--- src/rtl/obj_punch.sv ---
// obj_punch: dumps a memory address range as object-format frame pairs (origin + data).
// Latency: one REQ cycle plus memory latency per word, then 2 frame cycles (4 after a gap) and one NEXT cycle.
// Backpressure: frame bytes are held stable until frame_ready; memory reads are held until mem_finished.
//
// Ports:
//   clk, btnCpuReset         - clock, synchronous active-low reset
//   start, start_addr/end_addr - dump request and inclusive bounds (taken only in IDLE)
//   read_enable/address      - memory read request, held until mem_finished
//   mem_finished/read_data/word_valid - memory response
//   frame_data/frame_valid/frame_ready - output byte stream with valid/ready handshake
//   busy, done, words_sent   - status
module obj_punch (
  input  logic        clk,
  input  logic        btnCpuReset,
  input  logic        start,
  input  logic [11:0] start_addr,
  input  logic [11:0] end_addr,
  output logic        read_enable,
  output logic [11:0] address,
  input  logic        mem_finished,
  input  logic [11:0] read_data,
  input  logic        word_valid,
  output logic [7:0]  frame_data,
  output logic        frame_valid,
  input  logic        frame_ready,
  output logic        busy,
  output logic        done,
  output logic [12:0] words_sent
);

  typedef enum logic [2:0] {
    IDLE, REQ, ORG_HI, ORG_LO, DAT_HI, DAT_LO, NEXT, FIN
  } state_t;

  state_t      state_q;
  logic [11:0] cur_q;
  logic [11:0] end_q;
  logic [11:0] data_q;
  logic [11:0] address_q;
  logic        need_org_q;
  logic        read_enable_q;
  logic        frame_valid_q;
  logic [7:0]  frame_data_q;
  logic        busy_q;
  logic        done_q;
  logic [12:0] words_sent_q;

  logic [11:0] cur_d;
  logic        xfer;

  assign cur_d = cur_q + 12'd1;
  assign xfer  = frame_valid_q && frame_ready;

  always_ff @(posedge clk) begin
    if (!btnCpuReset) begin
      state_q       <= IDLE;
      cur_q         <= 12'd0;
      end_q         <= 12'd0;
      data_q        <= 12'd0;
      address_q     <= 12'd0;
      need_org_q    <= 1'b1;
      read_enable_q <= 1'b0;
      frame_valid_q <= 1'b0;
      frame_data_q  <= 8'd0;
      busy_q        <= 1'b0;
      done_q        <= 1'b0;
      words_sent_q  <= 13'd0;
    end else begin
      done_q <= 1'b0;
      case (state_q)
        IDLE: begin
          if (start) begin
            cur_q        <= start_addr;
            end_q        <= end_addr;
            need_org_q   <= 1'b1;
            words_sent_q <= 13'd0;
            if (start_addr > end_addr) begin
              // Empty range: finish without touching memory or the frame stream.
              state_q <= FIN;
              done_q  <= 1'b1;
            end else begin
              state_q       <= REQ;
              busy_q        <= 1'b1;
              read_enable_q <= 1'b1;
              address_q     <= start_addr;
            end
          end
        end
        REQ: begin
          if (mem_finished) begin
            read_enable_q <= 1'b0;
            data_q        <= read_data;
            if (!word_valid) begin
              // A hole in memory breaks contiguity, so the next valid word needs a fresh origin.
              need_org_q <= 1'b1;
              state_q    <= NEXT;
            end else if (need_org_q) begin
              state_q       <= ORG_HI;
              frame_valid_q <= 1'b1;
              frame_data_q  <= {2'b01, cur_q[11:6]};
            end else begin
              // read_data used directly: data_q only becomes valid after this edge.
              state_q       <= DAT_HI;
              frame_valid_q <= 1'b1;
              frame_data_q  <= {2'b00, read_data[11:6]};
            end
          end
        end
        ORG_HI: begin
          if (xfer) begin
            state_q      <= ORG_LO;
            frame_data_q <= {2'b00, cur_q[5:0]};
          end
        end
        ORG_LO: begin
          if (xfer) begin
            need_org_q   <= 1'b0;
            state_q      <= DAT_HI;
            frame_data_q <= {2'b00, data_q[11:6]};
          end
        end
        DAT_HI: begin
          if (xfer) begin
            state_q      <= DAT_LO;
            frame_data_q <= {2'b00, data_q[5:0]};
          end
        end
        DAT_LO: begin
          if (xfer) begin
            words_sent_q  <= words_sent_q + 13'd1;
            frame_valid_q <= 1'b0;
            frame_data_q  <= 8'd0;
            state_q       <= NEXT;
          end
        end
        NEXT: begin
          // Stopping on equality before incrementing keeps cur from wrapping past 7777.
          if (cur_q == end_q) begin
            state_q <= FIN;
            busy_q  <= 1'b0;
            done_q  <= 1'b1;
          end else begin
            cur_q         <= cur_d;
            address_q     <= cur_d;
            read_enable_q <= 1'b1;
            state_q       <= REQ;
          end
        end
        FIN: begin
          state_q <= IDLE;
        end
        default: begin
          state_q <= IDLE;
        end
      endcase
    end
  end

  assign read_enable = read_enable_q;
  assign address     = address_q;
  assign frame_data  = frame_data_q;
  assign frame_valid = frame_valid_q;
  assign busy        = busy_q;
  assign done        = done_q;
  assign words_sent  = words_sent_q;

endmodule

--- config.mk ---
export PLATFORM = sky130hd
export DESIGN_NAME = obj_punch
export DESIGN_NICKNAME = d
export VERILOG_FILES = /design/src/rtl/obj_punch.sv
export SDC_FILE = /design/constraint.sdc
export NUM_CORES = 1
export LEC_CHECK = 0
export ABC_AREA = 1
export ABC_CLOCK_PERIOD_IN_PS = 1800
export CAP_MARGIN = 5
export CORE_ASPECT_RATIO = 1.5
export CORE_MARGIN = 10
export CORE_UTILIZATION = 31
export DETAILED_ROUTE_END_ITERATION = 6
export PLACE_DENSITY = 0.59
export SLEW_MARGIN = 40
export SYNTH_ARGS = -nofsm -noshare
export SYNTH_HDL_FRONTEND = slang
export SYNTH_SLANG_ARGS = --single-unit
--- constraint.sdc ---
create_clock -name clk -period 1.8 [get_ports clk]
set_input_delay 0.36 -clock clk [delete_from_list [all_inputs] [get_ports clk]]
set_output_delay 0.36 -clock clk [all_outputs]
set_load 0.005 [all_outputs]
# After elaboration in Yosys (flattened, before gate mapping)

Index checks and enable logic that the tools add are counted.
W data, S select, Z words.

Reduce and logical (&&, ||, !) cells: 19
Magnitude comparators: 1
Multiplexer cells: 47
Equal/unequal tests: 19
$add $sub $neg: 2

Operators with widths:

| operator                | number |
|---|---|
| $mux W12                | 4 |
| $mux W8                 | 6 |
| $pmux W12 S2            | 2 |
| $pmux W8 S5             | 1 |
| $mux W3                 | 10 |
| $mux W13                | 2 |
| $pmux W13 S2            | 1 |
| $pmux W3 S8             | 1 |
| $ne A2 B2 Y1 const B    | 11 |
| $mux W1                 | 14 |
| $add A13 B1 Y13 const B | 1 |
| $add A12 B1 Y12 const B | 1 |
| $eq A12 B12 Y1          | 1 |
| $eq A3 B3 Y1 const B    | 4 |
| $gt A12 B12 Y1          | 1 |
| $reduce_and A4 Y1       | 3 |
| $reduce_and A5 Y1       | 2 |
| $mux W7                 | 1 |
| $reduce_and A7 Y1       | 1 |
| $eq A3 B2 Y1 const B    | 2 |
| $pmux W1 S2             | 3 |
| $pmux W1 S3             | 2 |
| $reduce_and A3 Y1       | 2 |
| $reduce_and A6 Y1       | 1 |
| 7 further kinds         | 11 |

Output and inout bits: 37
Register bits: 77
Logic and storage cells: 100

# Longest topological paths before layout

Gate-level depths: netlist of the first run.

Word-level depth: 4
Gate-level depth with buffers: 14

# Worst setup path before layout of the first run

OpenSTA, ideal clock, no wires.

Path type: input to register
From: in end_addr[11]
To: reg address_q[11] (netlist: address[11])
Path slack: -0.031 ns
Data required time: 1.687 ns
Stages: 12
Data arrival time: 1.718 ns
Buffers on the path: 0
Cells stage by stage: inv_1 ha_1 nand2_1 nor2_1 and2_1 nand2_1 nand3_1 nand3_1 nand2_4 nand2_1 nand2_1 nor2_1

Word-level cells in the longest chain between the ends: 3

RTL lines:

| element                            | line | source |
|---|---|---|
| start, declared                    | 17   | `input logic [11:0] end_addr,` |
| $gt A12 B12 Y1                     | 77   | `if (start_addr > end_addr) begin` |
| $ne A2 B2 Y1 (no source line)      | n/a  |  |
| $reduce_and A4 Y1 (no source line) | n/a  |  |
| end signal, assigned               | 85   | `address_q <= start_addr;` |
| end signal, assigned               | 144  | `address_q <= cur_d;` |
| end, declared                      | 39   | `logic [11:0] address_q;` |

Every way passes these cells.
A chain may end at the register's enable or synchronous reset.

# Final worst setup path of the first run

From: in end_addr[7]
To: reg address_q[3] (netlist: address[3])

Same word-level chain as after synthesis.

==> results.ini, run 1 <==
[setup_path]
crit_path_start_kind=input port
path_buf_inv=5
endpoint_kind=register
critPathLaunch=end_addr[7]
path_cells=clkdlybuf4s15_1 -> inv_1 -> ha_1 -> a21oi_1 -> nand2_1 -> nand2_1 -> nand3_4 -> buf_6 -> nand4_1 -> buf_6 -> nand2_1 -> nand2_1 -> inv_1
critPathMaxFanout=6
path_common_cell=nand2_1
cpPeakStageDelay_ns=0.30
crit_family=buffers and inverters
slowest_stage=ha_1
crit_type=in2reg
required_ns=2.04
critical_path_arrival_ns=1.95
r2r-start=state_q[0]

[clocking]
cts_buffers=9
insertion_delay_ns=0.34
cts_buffer_depth=2
cts.clk_slew.worst_paths_ns=0.06
htree_levels=3
clock-sinks=76
tritoncts=built
clockRootBuffer=clkbuf_16

[timing]
finalCritPeriodShare_pct=95.0
setup_viol=0
fmax_ghz=0.585
hold_viol=0
maxSlewHeadroom_pct=62.7
skew_ns=0.00896
final-max-slew-violation-count=0
fin_ws_ns=0.0898
fin_crit_ns=1.71
worst_pin_slew_ns=0.559

[power_and_ir_drop]
power-per-cell-area_nw_per_um2=1380
p_leak_nw=2.76
p_total_mw=8.45
vdd_drop_max_v=0.000605

[yosys]
synth_area_leader_cell=dfxtp_1
synth_nets=716
netlist_area_um2=4300
synth_top_cell_area_share_pct=35.4
ys_seq_area_share_pct=35.4
synth-seq-cells=76
synthDistinctLibCells=36
synth_cells=660
synthTopCellsByArea=dfxtp_1, nand2_1, inv_1
yosys_warnings=0
synth_area_per_cell_um2=6.52

[floorplanning]
pin_count=79
initial_core_util_pct=31.8
fp.dieArea_um2=19100
die_x_um=116
die_h_um=164
fp-row-count=52
core_um2=13500

[drt]
num_vias=4625
viasPerCell=4.85
first_iter_violations=292
drc_errors=0
drt-total-wl_mm=14.1
ant_nets=0
drt-pass1-iter-count=5
wire_per_inst_um=14.8

[job]
cap_viol_max_count=0

[grt]
grt_max_degree=32
gr-total-overflow=0
grt_pass1_vias=4647
grt.total_usage_pct=14.9
antenna_found_initial=0
grt_pass1_wl_mm=22.6

[final_layout]
antennaDiodeCount=0
n_fill_cell=1405
syn_to_final_growth_pct=42.2
layout-drive-gt1-share_pct=16.0
seqCellArea_um2=1530
final_nets=845
multi_input_area_um2=2470

[worst_hold_path]
hold_class=in2reg
min_from=end_addr[0]

[placed_design]
finalWeightedCongestion=0.891
dpl.hpwl_mm=11.1
placement.io_buffers=77
pre_cts_ws_ns=-0.603

[status]
status=finished, final reports clean

[registers in the layout, summed over array words and instances (netlist names)]
| name | count |
|---|---|
| end_q | 12 |
| done | 1 |
| read_enable | 1 |
| words_sent | 13 |
| state_q | 3 |
| frame_valid | 1 |
| cur_q | 12 |
| frame_data | 7 |
| need_org_q | 1 |
| data_q | 12 |
| busy | 1 |
| address | 12 |
[path summary, 6_finish.rpt]
path | cells past startpoint | slack [ns] | to
worst min-delay path | 4 | 0.44 | end_q[0]
worst min register to register | 2 | 0.45 | data_q[6]
worst max register to register | 11 | 0.14 | cur_q[9]
worst max-delay path | 13 | 0.09 | address[3]
[kinds of logic after synthesis]
group | synth area share [%]
AOI/OAI and AO/OA | 17.6
buffers and inverters | 11.0
xor gates and xnor gates | 1.22
muxes | 0.233
DFF | 35.4
other | 0.0872
and+or+nand+nor | 30.5
adders and majority gates | 4.07
[layout by cell type (no fill, tap or decap), types with 3 or more instances in the layout]
master	Yosys	layout
a211oi_1	12	12
a21oi_1	62	59
a21oi_2	1	4
buf_12	0	4
buf_4	1	53
buf_6	1	3
clkbuf_16	0	9
clkdlybuf4s50_1	0	53
dfxtp_1	76	71
dfxtp_2	0	5
dlygate4sd2_1	0	16
dlymetal6s2s_1	0	7
ha_1	14	10
ha_4	0	4
inv_1	97	92
inv_2	4	9
nand2_1	157	152
nand2_2	3	7
nand2_4	4	5
nand3_1	43	40
nand3_4	0	3
nand4_1	7	7
nor2_1	66	60
nor2_2	3	6
nor2_4	3	7
nor3_1	9	9
o21ai_0	51	51
o21ai_1	3	3
o22ai_1	6	6
xor2_1	4	4
[power by group]
group / switching, mW / internal [mW] / leakage (nW)
clock network: 0.707 / 0.917 / 0.120
logic: 2.38 / 1.85 / 2.02
registers: 0.392 / 2.20 / 0.625
total: 3.48 / 4.97 / 2.76
[cell usage after synthesis]
master and instances:
nand2_2 3, and2_1 1, o22ai_1 6, o21a_1 1, nor2_8 1, buf_2 5, and3_1 1, xnor2_1 2
nor3_1 9, o21ai_0 51, inv_2 4, or2_2 2, xor2_1 4, a211oi_1 12, nor2_1 66, nand3_1 43
a21o_1 2, clkbuf_1 13, conb_1 1, o211a_1 1, buf_4 1, a21oi_1 62, nand2_1 157, nor2_4 3
inv_1 97, buf_6 1, nand4_1 7, ha_1 14, o21ai_1 3, nand2_4 4, nand3b_1 1, a21oi_2 1
o211ai_1 1, nor2_2 3, dfxtp_1 76, mux2i_1 1
[worst reg2reg max path, cell delays in order (launching register included)]
cell,delay [ns]
dfxtp_1,0.32
inv_1,0.08
nand2_1,0.11
nor2_4,0.18
nand2_1,0.07
nor2_1,0.09
nand2_1,0.10
nor2_4,0.17
nor2_4,0.10
buf_4,0.16
o21ai_1,0.12
nor2_1,0.05
[layout make-up]
| type | count | share of cell area [%] |
|---|---|---|
| clock buffers | 10 | 3.74 |
| clock inverters | 4 | 0.471 |
| inverters | 101 | 6.20 |
| multi-input cells | 464 | 40.4 |
| flip-flops and latches | 76 | 25.0 |
| well taps | 162 | 3.31 |
| repair buffers | 137 | 20.9 |
[timing repair]
action,in CTS,in global routing
hold endpoints to repair,0,0
setup buffers,0,4
cloned,0,1
pin swaps,8,7
setup endpoints to repair,21,33
gates resized for setup,34,33
hold buffers,0,0
[metal layers]
layer  global-route usage [%]  up-vias  part of all wire (%)
met5                        0        -                     0
met4                     7.76        0                   3.6
met3                     4.16       26                   5.3
met2                     25.8      107                    51
met1                     16.2     2112                    40
li1                         -     2380                     -
[stage by stage]
stage,TNS (ns),hold slack [ns],utilization (%),std cells,area (um^2)
3_3_place_gp,-8.81,0.437,41.8,935,5660
4_1_cts,0,0.449,44.1,949,5970
3_5_place_dp,-9.83,0.448,41.8,935,5660
2_1_floorplan,0,0.430,-,660,4310
6_report,0,0.438,45.2,954,6120
5_1_grt,-0.108,0.486,45.2,954,6120
Power figures use the tool's default switching activity.
==> run 2: changes to the inputs <==
Settings changed: CORE_MARGIN 10 to 5, RECOVER_POWER set to 100.
==> run 2 against run 1 <==
Final area up 2.5%; core utilization up 1.1 points; sequential power about the same; clock power up 7%; worst hold slack better by 0.016 ns; die area down 14%; sequential cell count unchanged; critical path depth unchanged; fmax up 1.4%; total power up 2.6%; via count up 2.7%; register-to-register slack worse by 0.02 ns.
==> results.ini, run 2 (same netlist as run 1, synthesis figures left out) <==
[status]
status=finished, final reports clean

[final_layout]
syn_to_final_growth_pct=45.8
layout_commonest_cell=nand2_1
antennaDiodeCount=0  ; unchanged
largest_register_ff_count=13  ; unchanged
layout-drive-gt1-share_pct=18.6  ; +2.6 points
mostFrequentLayoutCells=nand2_1, inv_1, dfxtp_1
stdcell_count=962  ; +0.84%
n_fill_cell=1411  ; +0.43%
utilization_pct=46.3  ; +1.1 points
final_nets=851  ; +0.71%

[setup_path]
cpPeakStageDelay_ns=0.30  ; about the same
reg2regPathDepth=10  ; -1
path_cells=dlygate4sd2_1 -> ha_4 -> nand2_1 -> nor2_2 -> and2_1 -> nand2_2 -> nand3_4 -> buf_6 -> nand4_1 -> buf_6 -> nand2_1 -> nand2_1 -> inv_1
crit_type=in2reg
regToRegEndpoint=cur_q[10]
reg2reg_slack_ns=0.12  ; -0.02 ns
path_common_cell=nand2_1
crit_path_start_kind=input port
required_ns=2.09  ; +0.05 ns
critPathMaxFanout=6  ; unchanged
endpoint_kind=register
critical_path_arrival_ns=1.97  ; +0.02 ns
r2r-start=state_q[2]
slowest_stage=dlygate4sd2_1

[grt]
grt_pass1_vias=4870  ; +4.8%
gr-total-overflow=0  ; unchanged
antenna_found_initial=0  ; unchanged
grt_max_degree=35  ; +9.4%
grt.total_usage_pct=17.2  ; +2.3 points
grt_pass1_wl_mm=22.9  ; +1.3%

[drt]
drt-total-wl_mm=14.0  ; -0.79%
num_vias=4752  ; +2.7%
viasPerCell=4.94  ; +1.9%
drt-pass1-iter-count=4  ; -1
wire_per_inst_um=14.6  ; -1.6%
first_iter_violations=192  ; -34%
drc_errors=0  ; unchanged
ant_nets=0  ; unchanged

[power_and_ir_drop]
p_leak_nw=2.81  ; +1.6%
switching_share_pct=41.8  ; +0.63 points
seqPwrFrac_pct=30.2  ; -0.5 points
power-per-cell-area_nw_per_um2=1380  ; about the same
power_frac_comb_pct=49.8  ; -0.3 points
p_switching_mw=3.63  ; +4.2%
p_int_mw=5.04  ; +1.5%
p_total_mw=8.67  ; +2.6%
vdd_drop_max_v=0.000715  ; +18%
clockPowerShare_pct=20.0  ; +0.8 points

[placed_design]
finalWeightedCongestion=0.929  ; +4.3%
dpl.hpwl_mm=10.9  ; -1.5%
placedCellCount=938  ; +0.32%
placement.io_buffers=77  ; unchanged

[timing]
fmax_ghz=0.593  ; +1.4%
fin_crit_ns=1.69  ; -0.0239 ns
hold_viol=0  ; unchanged
setup_viol=0  ; unchanged
skew_ns=0.00764  ; -0.00132 ns
maxSlewHeadroom_pct=65.3  ; +2.6 points
rsz0062_at_grt=true
finalCritPeriodShare_pct=93.7  ; -1.3 points
worst_pin_slew_ns=0.521  ; -0.0389 ns
final-max-slew-violation-count=0  ; unchanged

[clocking]
postCtsHoldBufs=0  ; unchanged
tritoncts=built
clock-sinks=76  ; unchanged
cts_buffer_depth=2  ; unchanged
cts.clk_slew.worst_paths_ns=0.06  ; about the same
insertion_delay_ns=0.34  ; about the same
htree_levels=3  ; unchanged
cts_buffers=9  ; unchanged
clockRootBuffer=clkbuf_16

[floorplanning]
die_h_um=154  ; -6.1%
core_um2=13500  ; unchanged
fp-row-count=52  ; unchanged
fp.dieArea_um2=16400  ; -14%
initial_core_util_pct=31.8  ; unchanged
pin_count=79  ; unchanged
die_x_um=106  ; -8.6%

[worst_hold_path]
holdPathEnd=data_q[7]
min_path_cells=2  ; -2
min_from=data_q[7]
hold_class=reg2reg

[job]
cap_viol_max_count=0  ; unchanged

==> run 2: cell count changes in the layout (fill, tap and decap cells not counted), sizes merged <==
| cell | delta |
|---|---|
| nor2 | -1 |
| buf | +4 |
| dlymetal6s2s | +2 |
| nand3 | +1 |
| clkdlybuf4s15 | +1 |
| clkinvlp | +2 |
| inv | +2 |
| dlygate4sd2 | -3 |
==> run 2: power groups by stage <==
| stage | registers [mW] | logic (mW) | clock network [mW] |
|---|---|---|---|
| CTS | 2.59 | 4.09 | 1.78 |
| global route | 2.69 | 4.80 | 1.85 |
| floorplan | 2.53 | 2.36 | 0 |
| global placement | 2.61 | 3.97 | 0 |
| finish | 2.62 | 4.32 | 1.73 |
| detailed placement | 2.62 | 4.03 | 0 |
==> run 2: worst max path at each step <==
stage | from | endpoint | slack [ns]
2_1_floorplan | end_addr[11] | address[11] | 0.08
3_3_place_gp | end_addr[7] | address[0] | -0.57
3_5_place_dp | end_addr[11] | address[9] | -0.62
4_1_cts | start_addr[7] | address[5] | 0.002
5_1_grt | state_q[2] | frame_data[3] | -0.01
6_report | start_addr[11] | address[5] | 0.11
==> run 2: metrics by stage <==
| step | setup TNS (ns) | area, um^2 | worst slack [ns] | hold slack [ns] |
|---|---|---|---|---|
| floorplan | 0 | 4310 | 0.0759 | 0.430 |
| global placement | -9.29 | 5680 | -0.572 | 0.439 |
| detailed placement | -9.96 | 5680 | -0.616 | 0.445 |
| CTS | 0 | 6060 | 0.00180 | 0.456 |
| global route | -0.0400 | 6270 | -0.0134 | 0.468 |
| finish | 0 | 6270 | 0.114 | 0.455 |
==> run 2: final cells by class <==
class	count	area [um^2]	area share [%]
Timing Repair inverter	1	5.00	0.0798
Clock inverter	7	58.8	0.938
Inverter	101	383	6.11
Multi-Input combinational cell	464	2530	40.3
Sequential cell	76	1530	24.5
Timing Repair Buffer	142	1330	21.3
Tap cell	162	203	3.23
Clock buffer	9	225	3.59
==> run 2: metal layers <==
metal | track usage [%] | wire length [um]
met1 | 18.9 | 5620
met2 | 31.7 | 7510
met3 | 3.09 | 549
met4 | 7.72 | 344
met5 | 0 | 0
==> run 2: repair_timing <==
action                                 CTS  global route
setup buffers                            1             5
endpoints found under the hold margin    0             0
setup endpoints to repair               17            36
pin swaps                                9             9
resized for setup                       37            44
cloned                                   0             2
==> run 2: worst max-delay path: cells and delay by family <==
family        cells  cell delay (ns)
buf+inv           4             0.61
simple gates      8             0.72
fa+ha+maj         1             0.29
==> run 3: changes to the inputs <==
Settings changed: ABC_CLOCK_PERIOD_IN_PS 1800 to 2000, CORE_ASPECT_RATIO 1.5 to 2, PLACE_DENSITY 0.59 to 0.57, SLEW_MARGIN 40 to 20.
Clock period 1.8 ns to 2 ns, I/O delays scaled along.
==> run 3 against run 2 <==
Sequential share of layout area is 1.0 points higher; worst hold slack worse by 0.056 ns; total power is 16% lower; cell count is 3.1% lower; clock skew is 0.0011 ns lower; core utilization is 2.9 points lower; final area is 4.8% lower; critical endpoint is now address[6]; via count is 5.7% lower; die area is 0.58% higher.
==> results.ini, run 3 (same netlist as run 1, synthesis figures left out) <==
[setup_path]
path_cells=clkdlybuf4s50_1 -> ha_1 -> nand2_1 -> nor2_2 -> and2_1 -> nand2_1 -> nand3_2 -> nand3_2 -> buf_6 -> nand2_8 -> nand2_1 -> nand2_1 -> inv_1
endpoint_kind=register
critical_path_arrival_ns=2.17  ; +0.20 ns
cp_num_cells=13  ; unchanged
slowest_stage=clkdlybuf4s50_1
r2r-start=state_q[1]
path_buf_inv=3  ; -1
reg2regPathDepth=11  ; +1
cpPeakStageDelay_ns=0.48  ; +0.18 ns
crit_type=in2reg
critPathLaunch=start_addr[6]
crit_path_start_kind=input port
path_common_cell=nand2_1
critPathMaxFanout=10  ; +4
crit_family=simple AND/OR/NAND/NOR gates
required_ns=2.24  ; +0.15 ns

[final_layout]
utilization_pct=43.4  ; -2.9 points
final_nets=826  ; -2.9%
mostFrequentLayoutCells=nand2_1, inv_1, dfxtp_1
seqCellArea_um2=1520  ; -0.82%
layout-drive-gt1-share_pct=12.6  ; -6.0 points
syn_to_final_growth_pct=38.7
multi_input_area_um2=2450  ; -3.1%
n_fill_cell=1429  ; +1.3%
antennaDiodeCount=0  ; unchanged
layout_commonest_cell=nand2_1
largest_register_ff_count=13  ; unchanged

[drt]
top_layer=met4
wl_met1_mm=6.04  ; +7.5%
first_iter_violations=252  ; +31%
drt-total-wl_mm=13.4  ; -4.5%
viasPerCell=4.81  ; -2.6%
wire_per_inst_um=14.4  ; -1.4%
drt-pass1-iter-count=4  ; unchanged
dr_wl_met2_mm=6.54  ; -13%
num_vias=4482  ; -5.7%
dr_wl_met3_um=620  ; +13%
ant_nets=0  ; unchanged
drc_errors=0  ; unchanged

[timing]
worst_pin_slew_ns=0.539  ; +0.0182 ns
final-max-slew-violation-count=0  ; unchanged
fmax_ghz=0.519
hold_viol=0  ; unchanged
setup_viol=0  ; unchanged
hold_ws_ns=0.399  ; -0.0560 ns
fin_crit_ns=1.93
finalCritPeriodShare_pct=96.3
skew_ns=0.00659  ; -0.00106 ns
maxSlewHeadroom_pct=64.0  ; -1.2 points

[floorplanning]
fp.dieArea_um2=16500  ; +0.58%
core_um2=13700  ; +1.5%
die_x_um=93.3  ; -12%
pin_count=79  ; unchanged
initial_core_util_pct=31.3  ; -0.47 points
die_h_um=177  ; +14%
fp-row-count=61  ; +17%

[worst_hold_path]
min_path_cells=3  ; +1
hold_class=in2reg
min_from=end_addr[8]

[job]
cap_viol_max_count=0  ; unchanged

[clocking]
cts_buffer_depth=2  ; unchanged
cts_buffers=9  ; unchanged
cts.clk_slew.worst_paths_ns=0.06  ; about the same
htree_levels=3  ; unchanged
clockRootBuffer=clkbuf_16
tritoncts=built
insertion_delay_ns=0.34  ; about the same
postCtsHoldBufs=0  ; unchanged
clock-sinks=76  ; unchanged

[placed_design]
placement.io_buffers=77  ; unchanged
dpl.hpwl_mm=10.3  ; -5.4%
finalWeightedCongestion=0.885  ; -4.8%

[grt]
grt_pass1_vias=4279  ; -12%
grt_pass1_wl_mm=21.5  ; -6.4%
grt.total_usage_pct=16.3  ; -0.92 points
grt_max_degree=25  ; -29%
gr-total-overflow=0  ; unchanged
antenna_found_initial=0  ; unchanged

[status]
status=finished, final reports clean

[power_and_ir_drop]
vdd_drop_max_v=0.000504  ; -30%
power-per-cell-area_nw_per_um2=1230  ; -11%
p_total_mw=7.32  ; -16%
p_leak_nw=2.75  ; -2.0%

run 3: cell types whose count changed in the layout (fill, tap and decap cells not counted), moves of 3 or more:
cell and change:
dlygate4sd3_1 +36, buf_4 -28, clkdlybuf4s50_1 -21, dlygate4sd2_1 -13
dfxtp_1 +8, dfxtp_2 -7, clkbuf_1 +5, nand2_1 +5
nand2_2 -4, buf_12 -3, inv_1 +3, nand3_4 -3
nor2_1 +3
run 3: where the power goes:
| part | total (mW) | internal [mW] | switching (mW) |
|---|---|---|---|
| Clock | 1.62 | 0.966 | 0.658 |
| Combinational | 3.33 | 1.32 | 2.01 |
| Sequential | 2.36 | 1.97 | 0.396 |
| Total | 7.32 | 4.26 | 3.06 |
run 3: final cells by class:
type | instances | area share [%]
Clock buffer | 10 | 3.84
Clock inverter | 6 | 1.07
Inverter | 101 | 6.35
Multi-Input combinational cell | 463 | 41.1
Sequential cell | 76 | 25.5
Tap cell | 157 | 3.29
Timing Repair Buffer | 119 | 18.9
run 3: tightest hold or removal path, cell delays in order:
cell and delay (ns):
dlymetal6s2s_1 0.11, o21ai_0 0.09, a21oi_1 0.10
run 3: final timing paths:
kind / slack, ns / end
max: 0.07 / address[6]
min: 0.40 / end_q[8]
max reg2reg: 0.17 / cur_q[7]
min reg2reg: 0.44 / read_enable
run 3: layer usage:
metal  track usage [%]  up-vias
li1                  -     2348
met1              21.2     2006
met2              27.4      113
met3              2.73       15
met4              4.59        0
met5                 0        -
run 3: repair_timing:
| item | in CTS | in global routing |
|---|---|---|
| cloned | 0 | 1 |
| pin swaps | 0 | 8 |
| endpoints found under the hold margin | 0 | 0 |
| gates resized for setup | 2 | 37 |
| endpoints found under the setup margin | 9 | 17 |
| buffers inserted | 0 | 1 |
run 3: stage by stage:
stage	TNS, ns	area (um^2)	setup WS [ns]	instances
final	0	5970	0.0737	932
after global routing	-0.00441	5970	-0.00441	932
after CTS	0	5810	0.000303	930
after detailed placement	-5.87	5500	-0.396	914
after global placement	-5.34	5500	-0.356	914
after floorplan	0	4300	0.129	660
